`src/rtl/uart_pkg.sv`:
```
// UART shared constants.
// Byte width and receive-buffer defaults.
package uart_pkg;
  localparam int UART_BYTE_W   = 8;
  localparam int RX_FIFO_DEPTH = 16;
  localparam int RX_FIFO_AFULL = 12;
endpackage

```
`src/rtl/uart_fifo_mem.sv`:
```
// Receive FIFO storage array.
// One write port, one asynchronous read port.
module uart_fifo_mem
  import uart_pkg::*;
#(
  parameter int DEPTH = RX_FIFO_DEPTH,
  parameter int AW    = $clog2(DEPTH)
) (
  input  logic                   clk,
  input  logic                   we,
  input  logic [AW-1:0]          waddr,
  input  logic [UART_BYTE_W-1:0] wdata,
  input  logic [AW-1:0]          raddr,
  output logic [UART_BYTE_W-1:0] rdata
);

  logic [UART_BYTE_W-1:0] mem [DEPTH];

  // Write the accepted byte; storage is never reset
  always_ff @(posedge clk) begin
    if (we)
      mem[waddr] <= wdata;
  end

  assign rdata = mem[raddr];

endmodule

```
`src/rtl/uart_rx_fifo.sv`:
```
// UART receive buffer between the byte receiver
// and the bus bridge; show-ahead head byte.
module uart_rx_fifo
  import uart_pkg::*;
#(
  parameter int DEPTH       = RX_FIFO_DEPTH,
  parameter int AFULL_LEVEL = RX_FIFO_AFULL
) (
  input  logic                     clk,
  input  logic                     reset,
  input  logic [UART_BYTE_W-1:0]   in_data,
  input  logic                     in_valid,
  output logic [UART_BYTE_W-1:0]   rx_data,
  output logic                     rx_valid,
  input  logic                     rx_read,
  output logic [$clog2(DEPTH):0]   level,
  output logic                     almost_full,
  output logic                     overflow,
  input  logic                     ovf_clear
);

  localparam int AW = $clog2(DEPTH);
  localparam int LW = AW + 1;

  logic [AW-1:0]          wr_ptr;
  logic [AW-1:0]          rd_ptr;
  logic [UART_BYTE_W-1:0] head;
  logic                   full;
  logic                   do_pop;
  logic                   do_push;
  logic                   drop;
  logic [LW-1:0]          level_nxt;

  // A pop frees the slot the same-cycle push
  // needs, so a full FIFO still accepts it.
  always_comb begin
    full      = (level == LW'(DEPTH));
    do_pop    = rx_read && rx_valid;
    do_push   = in_valid && (!full || do_pop);
    drop      = in_valid && full && !do_pop;
    level_nxt = level + LW'(do_push) - LW'(do_pop);
  end

  uart_fifo_mem #(
    .DEPTH (DEPTH),
    .AW    (AW)
  ) u_mem (
    .clk   (clk),
    .we    (do_push),
    .waddr (wr_ptr),
    .wdata (in_data),
    .raddr (rd_ptr),
    .rdata (head)
  );

  // Pointers, level and registered status flags
  always_ff @(posedge clk) begin
    if (reset) begin
      wr_ptr      <= '0;
      rd_ptr      <= '0;
      level       <= '0;
      rx_valid    <= 1'b0;
      almost_full <= 1'b0;
      overflow    <= 1'b0;
    end else begin
      if (do_push)
        wr_ptr <= wr_ptr + AW'(1);
      if (do_pop)
        rd_ptr <= rd_ptr + AW'(1);
      level       <= level_nxt;
      rx_valid    <= (level_nxt != '0);
      almost_full <= (level_nxt >= LW'(AFULL_LEVEL));
      if (drop)
        overflow <= 1'b1;
      else if (ovf_clear)
        overflow <= 1'b0;
    end
  end

  assign rx_data = rx_valid ? head : '0;

endmodule
```
`config.mk`:
```
export PLATFORM = sky130hd
export DESIGN_NAME = uart_rx_fifo
export DESIGN_NICKNAME = d
export VERILOG_FILES = /design/src/rtl/uart_pkg.sv /design/src/rtl/uart_fifo_mem.sv /design/src/rtl/uart_rx_fifo.sv
export SDC_FILE = /design/constraint.sdc
export NUM_CORES = 1
export LEC_CHECK = 0
export ABC_AREA = 1
export CORE_MARGIN = 10
export CORE_UTILIZATION = 45
export CTS_BUF_LIST = sky130_fd_sc_hd__clkbuf_16
export DETAILED_ROUTE_END_ITERATION = 10
export DONT_BUFFER_PORTS = 1
export HOLD_SLACK_MARGIN = 0.1
export REMOVE_ABC_BUFFERS = 1
export SLEW_MARGIN = 20
export SYNTH_ARGS = -nofsm -noshare
export SYNTH_HDL_FRONTEND = slang
export SYNTH_SLANG_ARGS = --single-unit
```
`constraint.sdc`:
```
create_clock -name clk -period 2.7 [get_ports clk]
set_clock_uncertainty 0.05 [all_clocks]
set_input_delay 0.405 -clock clk [delete_from_list [all_inputs] [get_ports clk]]
set_output_delay 0.405 -clock clk [all_outputs]
set_load 0.005 [all_outputs]
```
Word level (Yosys, flattened, before mapping) --
Memory sizes are Yosys's and may differ from the RTL's. A register that Yosys moved wholly into a read port is not among the register bits. Cells that the tools add are included.
Word-level totals: flip-flop bits (word level) 16, latch bits 0, RAM bits 128, memory bits (read-only) 0, memories 1
Cells by class: add/subtract/negate cells 4, multiply operators 0, divide/modulo/power cells 0, $lt $le $gt $ge 1, equality and inequality tests 1, shift operators 0, muxes and demuxes 7, bitwise operators 0, reductions and logical operators 9
Memory list:
- u_mem.mem | words 16, width 8, rd ports 1, clocked after Yosys merged registers in 1, wr ports 1, line uart_fifo_mem.sv:17 | logic [UART_BYTE_W-1:0] mem [DEPTH];
Operator list (count):
- $add 4x1->4 const B | 2
- $mux 4 | 2
- $mux 8 | 1
- $add 5x1->5 | 1
- $eq 5x5->1 const B | 1
- $ge 5x4->1 const B | 1
- $reduce_bool 5->1 | 1
- $sub 5x1->5 | 1
- $logic_and 1x1->1 | 4
- $mux 1 | 4
- $logic_not 1->1 | 2
- $reduce_bool 2->1 | 1
- $logic_or 1x1->1 | 1

Depth between registers and ports, before layout --
depth after elaboration 7, mapped depth 14

By module --
A second synthesis with hierarchy kept.
Second synthesis, totals: cells, all modules 683, area, all modules 6582.6 um2
Modules (own cells, without submodules):
- uart_fifo_mem | times used 1, cells an instance 543, area an instance 5606.6 um2, sequential area each 3843.7 um2
- uart_rx_fifo | times used 1, cells an instance 140, area an instance 975.9 um2, sequential area each 320.3 um2

Worst setup path after synthesis --
OpenSTA, ideal clock, no wires.
kind register to register, start reg level[2], end reg almost_full, arrival time 2.183 ns, setup slack 0.335 ns, cell stages (with the launch flop) 14, period minus slack after synthesis 2.365 ns, path through dfxtp_1 > inv_1 > ha_1 > nand4_1 > nand2_2 > ha_1 > inv_1 > ha_1 > inv_1 > fa_1 > nand3b_1 > nand2_1 > xor2_1 > o21ai_0
On the way: longest elaborated chain between the ends 7
Ends and longest elaborated chain:
- start, declared | line uart_rx_fifo.sv:16 | output logic [$clog2(DEPTH):0] level,
- start signal, assigned | line uart_rx_fifo.sv:70 | level <= level_nxt;
- $eq 5x5->1 | line uart_rx_fifo.sv:37 | full = (level == LW'(DEPTH));
- $logic_not 1->1 | line uart_rx_fifo.sv:39 | do_push = in_valid && (!full || do_pop);
- $logic_or 1x1->1 | line uart_rx_fifo.sv:39
- $logic_and 1x1->1 | line uart_rx_fifo.sv:39
- $add 5x1->5 (*) | line uart_rx_fifo.sv:41 | level_nxt = level + LW'(do_push) - LW'(do_pop);
- $sub 5x1->5 (*) | line uart_rx_fifo.sv:41
- $ge 5x4->1 (*) | line uart_rx_fifo.sv:72 | almost_full <= (level_nxt >= LW'(AFULL_LEVEL));
- end signal, assigned | line uart_rx_fifo.sv:72
- end, declared | line uart_rx_fifo.sv:17 | output logic almost_full,
Every way passes the cells marked *; elsewhere a longest branch is shown, timed or not. A chain may end at the register's enable or synchronous reset.

==> summary.txt <==
Timing
  • Final setup vio count: 0
  • Unrepaired setup endpoints after global routing: false
  • Final period utilization: 0.925
  • Slew Limit Fails: 0
  • Worst-Margin Slew: 0.682 ns
  • Final hold viol count: 0
  • Minimum clock period: 2.50 ns
  • Max-slew headroom: 0.544
  • F_max: 400 MHz

Synthesis
  • Largest family of logic cells by synthesized area: simple AND/OR/NAND/NOR gates
  • Sequential-to-total area share from yosys stat: 0.655
  • Most common library cells after synthesis: nand2_1 (214), edfxtp_1 (128), inv_1 (85), nand3_1 (85), nor2_1 (26)
  • Yosys Warn Count: 0
  • Synth area leaders: edfxtp_1 (59%), nand2_1 (12%), nand3_1 (6.6%), dfxtp_1 (6.2%), inv_1 (4.9%)
  • Main synth FF type: edfxtp_1
  • Post-Syn Instances: 633
  • Count leader, synth: nand2_1
  • Syn avg cell area: 10.2 um2
  • Leading area contributor after synthesis: edfxtp_1
  • Mux contribution to synthesized area: 0
  • Yosys reg bits: 148
  • Simple-Gate Fraction of Synth Area: 0.211
  • Cell area after synthesis: around 0.0065 mm2
  • XOR/XNOR Fraction of Synth Area: 0.00541
  • Ys async rst share: 0
  • Number of synthesized flops with an enable pin: between 100 and 150
  • Synth top area share: 0.593
  • Compound-Gate Fraction of Synth Area: 0.0193
  • Post-synthesis adder-cell area fraction: 0.0243
  • Yosys cell types: 24

Flow run
  • MaxCap Viol Count: 0

Worst setup path
  • Register-to-Register Path Depth: 13
  • CP endpoint: rx_data[6]
  • Worst path cell trace: inv_2, buf_4, nand2_1, nand2_1, nand2_1, nand3_1, nand3_1, a21oi_1
  • R2R Path Start: level[2]
  • Req. time, crit path: 2.25 ns
  • Crit-path max FO: 23
  • Crit Path Class: flip-flop to primary output
  • R2r setup slk: about 0.26 ns
  • CP delay by family, top: buffers and inverters
  • CP dominant cell by count: nand2_1
  • Crit-path max cell delay: 0.34 ns
  • WP depth: 8
  • FF-to-FF End: almost_full
  • CP max stage cell: dfxtp_2
  • CP endpoint kind: primary output
  • Crit path buf inv count: 2
  • CP arrival: 2.04 ns
  • Crit path launch type: flip-flop

Drt
  • WL per Instance: around 17 um
  • Antenna viol nets, final: 0
  • Max Used Layer: met4
  • Met3 wire len: a little under 900 um
  • DR vias: 4328
  • WL met2: 6.93 mm
  • 1st-pass router iterations: 4
  • Initial DRC Count: 305
  • Routed length on met1: 6.37 mm
  • Remaining DRCs: 0
  • Via-to-Cell Ratio: around 5
  • Final WL: 14.6 mm

Finish
  • Fin cells: 857
  • Fillers: roughly 1200
  • Area Growth Syn to Fin: 14.3%
  • Fraction of final layout cells sized beyond drive strength 1: 0.0991
  • Final instance area: 0.00741 mm2
  • NumNets Final: 688

Die
  • Die height: 140 um
  • # IOs: 29
  • Die area: ~0.020 mm2
  • FP Rows: 43
  • Die Wd: 140 um
  • Initial Util: 0.463
  • Core Area: approximately 0.014 mm2

Place
  • Placed cell count: between 800 and 900
  • Routability cong.: 0.824
  • Detailed Place HPWL: 9.47 mm
  • Post-DP Area: 0.00668 mm2
  • Port buffer count: 0

Pwr
  • Leak: slightly above 0.003 uW
  • Peak VDD IR: 0.577 mV
  • PwrDens: 842 mW/mm2

Global routing
  • Largest net degree at the start of global routing: 65
  • Vias in the first global route: 4276
  • Initial antenna violation count: 0
  • First-pass GRT wire length: 23.3 mm
  • Gr usage total: 0.153
  • Gr ovfl total: 0

Clock tree
  • CTS tree: done
  • TritonCTS Buffers: 17
  • Root Buffer: clkbuf_16
  • Worst skew pair latency: 0.43 ns
  • Clock buffer depth: 2
  • Clk pin slew, worst setup/hold paths: 0.06 ns
  • Clock sink count: 148
  • H-Tree Depth: 4

Worst hold path
  • Hold Path Depth: 2
  • Hold Crit Class: input pin to flip-flop

Run status
  • Outcome: complete, no violations
-- layer usage --
| metal | vias to the layer above | track usage |
|---|---|---|
| li1 | 2121 | - |
| met1 | 2069 | 0.189 |
| met5 | - | 0 |
| met2 | 113 | 0.241 |
| met3 | 25 | 0.0521 |
| met4 | 0 | 0.0625 |
-- layout make-up --
cell class	instances	area (um2)	share of cell area
Multi-Input combinational cell	372	1700	0.229
Sequential cell	148	4250	0.574
Clock inverter	15	165	0.0223
Tap cell	180	225	0.0304
Inverter	88	330	0.0446
Clock buffer	17	425	0.0574
Timing Repair Buffer	36	314	0.0424
Antenna cell	1	2.50	0.000338
-- what timing repair did --
| action | CTS | global route |
|---|---|---|
| cloned | 0 | 0 |
| pin swaps | 0 | 1 |
| hold buffers | 11 | 0 |
| gates resized for setup | 1 | 7 |
| buffers inserted | 0 | 1 |
| endpoints found under the hold margin | 138 | 0 |
| setup endpoints to repair | 8 | 7 |
-- cell usage in the layout (no fill, tap or decap), types with 2 or more instances in the layout --
cell	n
a21oi_1	19
buf_4	23
bufinv_16	3
clkbuf_16	17
clkinv_1	3
clkinv_2	2
clkinvlp_4	6
dfxtp_1	15
dfxtp_2	5
dlygate4sd3_1	11
edfxtp_1	128
ha_1	11
inv_1	85
inv_2	3
nand2_1	213
nand2_2	3
nand3_1	85
nor2_1	26
o21ai_0	5
xor2_1	3
-- state kept, by name, summed over array words and instances (netlist names), named ones only --
signal / count
almost_full: 1
level: 5
overflow: 1
rd_ptr: 4
rx_valid: 1
u_mem.mem: 128
wr_ptr: 4
-- metrics by stage --
| stage | hold WS (ns) | setup WS [ns] | power (uW) | utilization | TNS (ns) |
|---|---|---|---|---|---|
| 2_1_floorplan | 0.362 | -0.320 | 3490 | - | -2.50 |
| 4_1_cts | 0.144 | 0.0827 | 6240 | 0.527 | 0 |
| 3_3_place_gp | 0.379 | 0.185 | 3830 | 0.477 | 0 |
| 6_report | 0.143 | 0.202 | 6240 | 0.530 | 0 |
| 3_5_place_dp | 0.392 | 0.148 | 3850 | 0.477 | 0 |
| 5_1_grt | 0.157 | 0.0121 | 6560 | 0.529 | 0 |
-- worst min path at each step --
stage | start | end | slack [ns]
after global placement | rd_ptr[3] | rd_ptr[3] | 0.38
final | rx_read | flip-flop | 0.14
after global routing | rx_read | flip-flop | 0.16
after floorplan | rd_ptr[3] | flip-flop | 0.36
after detailed placement | rd_ptr[3] | rd_ptr[3] | 0.39
after CTS | rx_read | rd_ptr[1] | 0.14
-- logic make-up after synthesis --
logic type,Yosys count
and+or+nand+nor,331
buffers and inverters,113
xor gates and xnor gates,4
adders and majority gates,12
DFF,148
AOI/OAI and AO/OA,25
-- worst register-to-register path, cell delays in order, from the launching register on --
cell and delay (ns):
dfxtp_2 0.35, inv_1 0.06, ha_1 0.19, nand4_1 0.11, nand2_2 0.07, ha_1 0.26, inv_1 0.06, ha_1 0.15
inv_1 0.05, fa_1 0.39, nand3b_1 0.19, nand2_2 0.10, xor2_2 0.18, o21ai_0 0.09
-- where the power goes --
part	internal [uW]	total, uW	leakage [uW]	switching (uW)
clock network	1440	2350	0.000269	916
logic	396	1170	0.00148	778
registers	2610	2710	0.00132	102
total	4440	6240	0.00307	1800
Note: power is estimated with default switching activity, not from simulation.
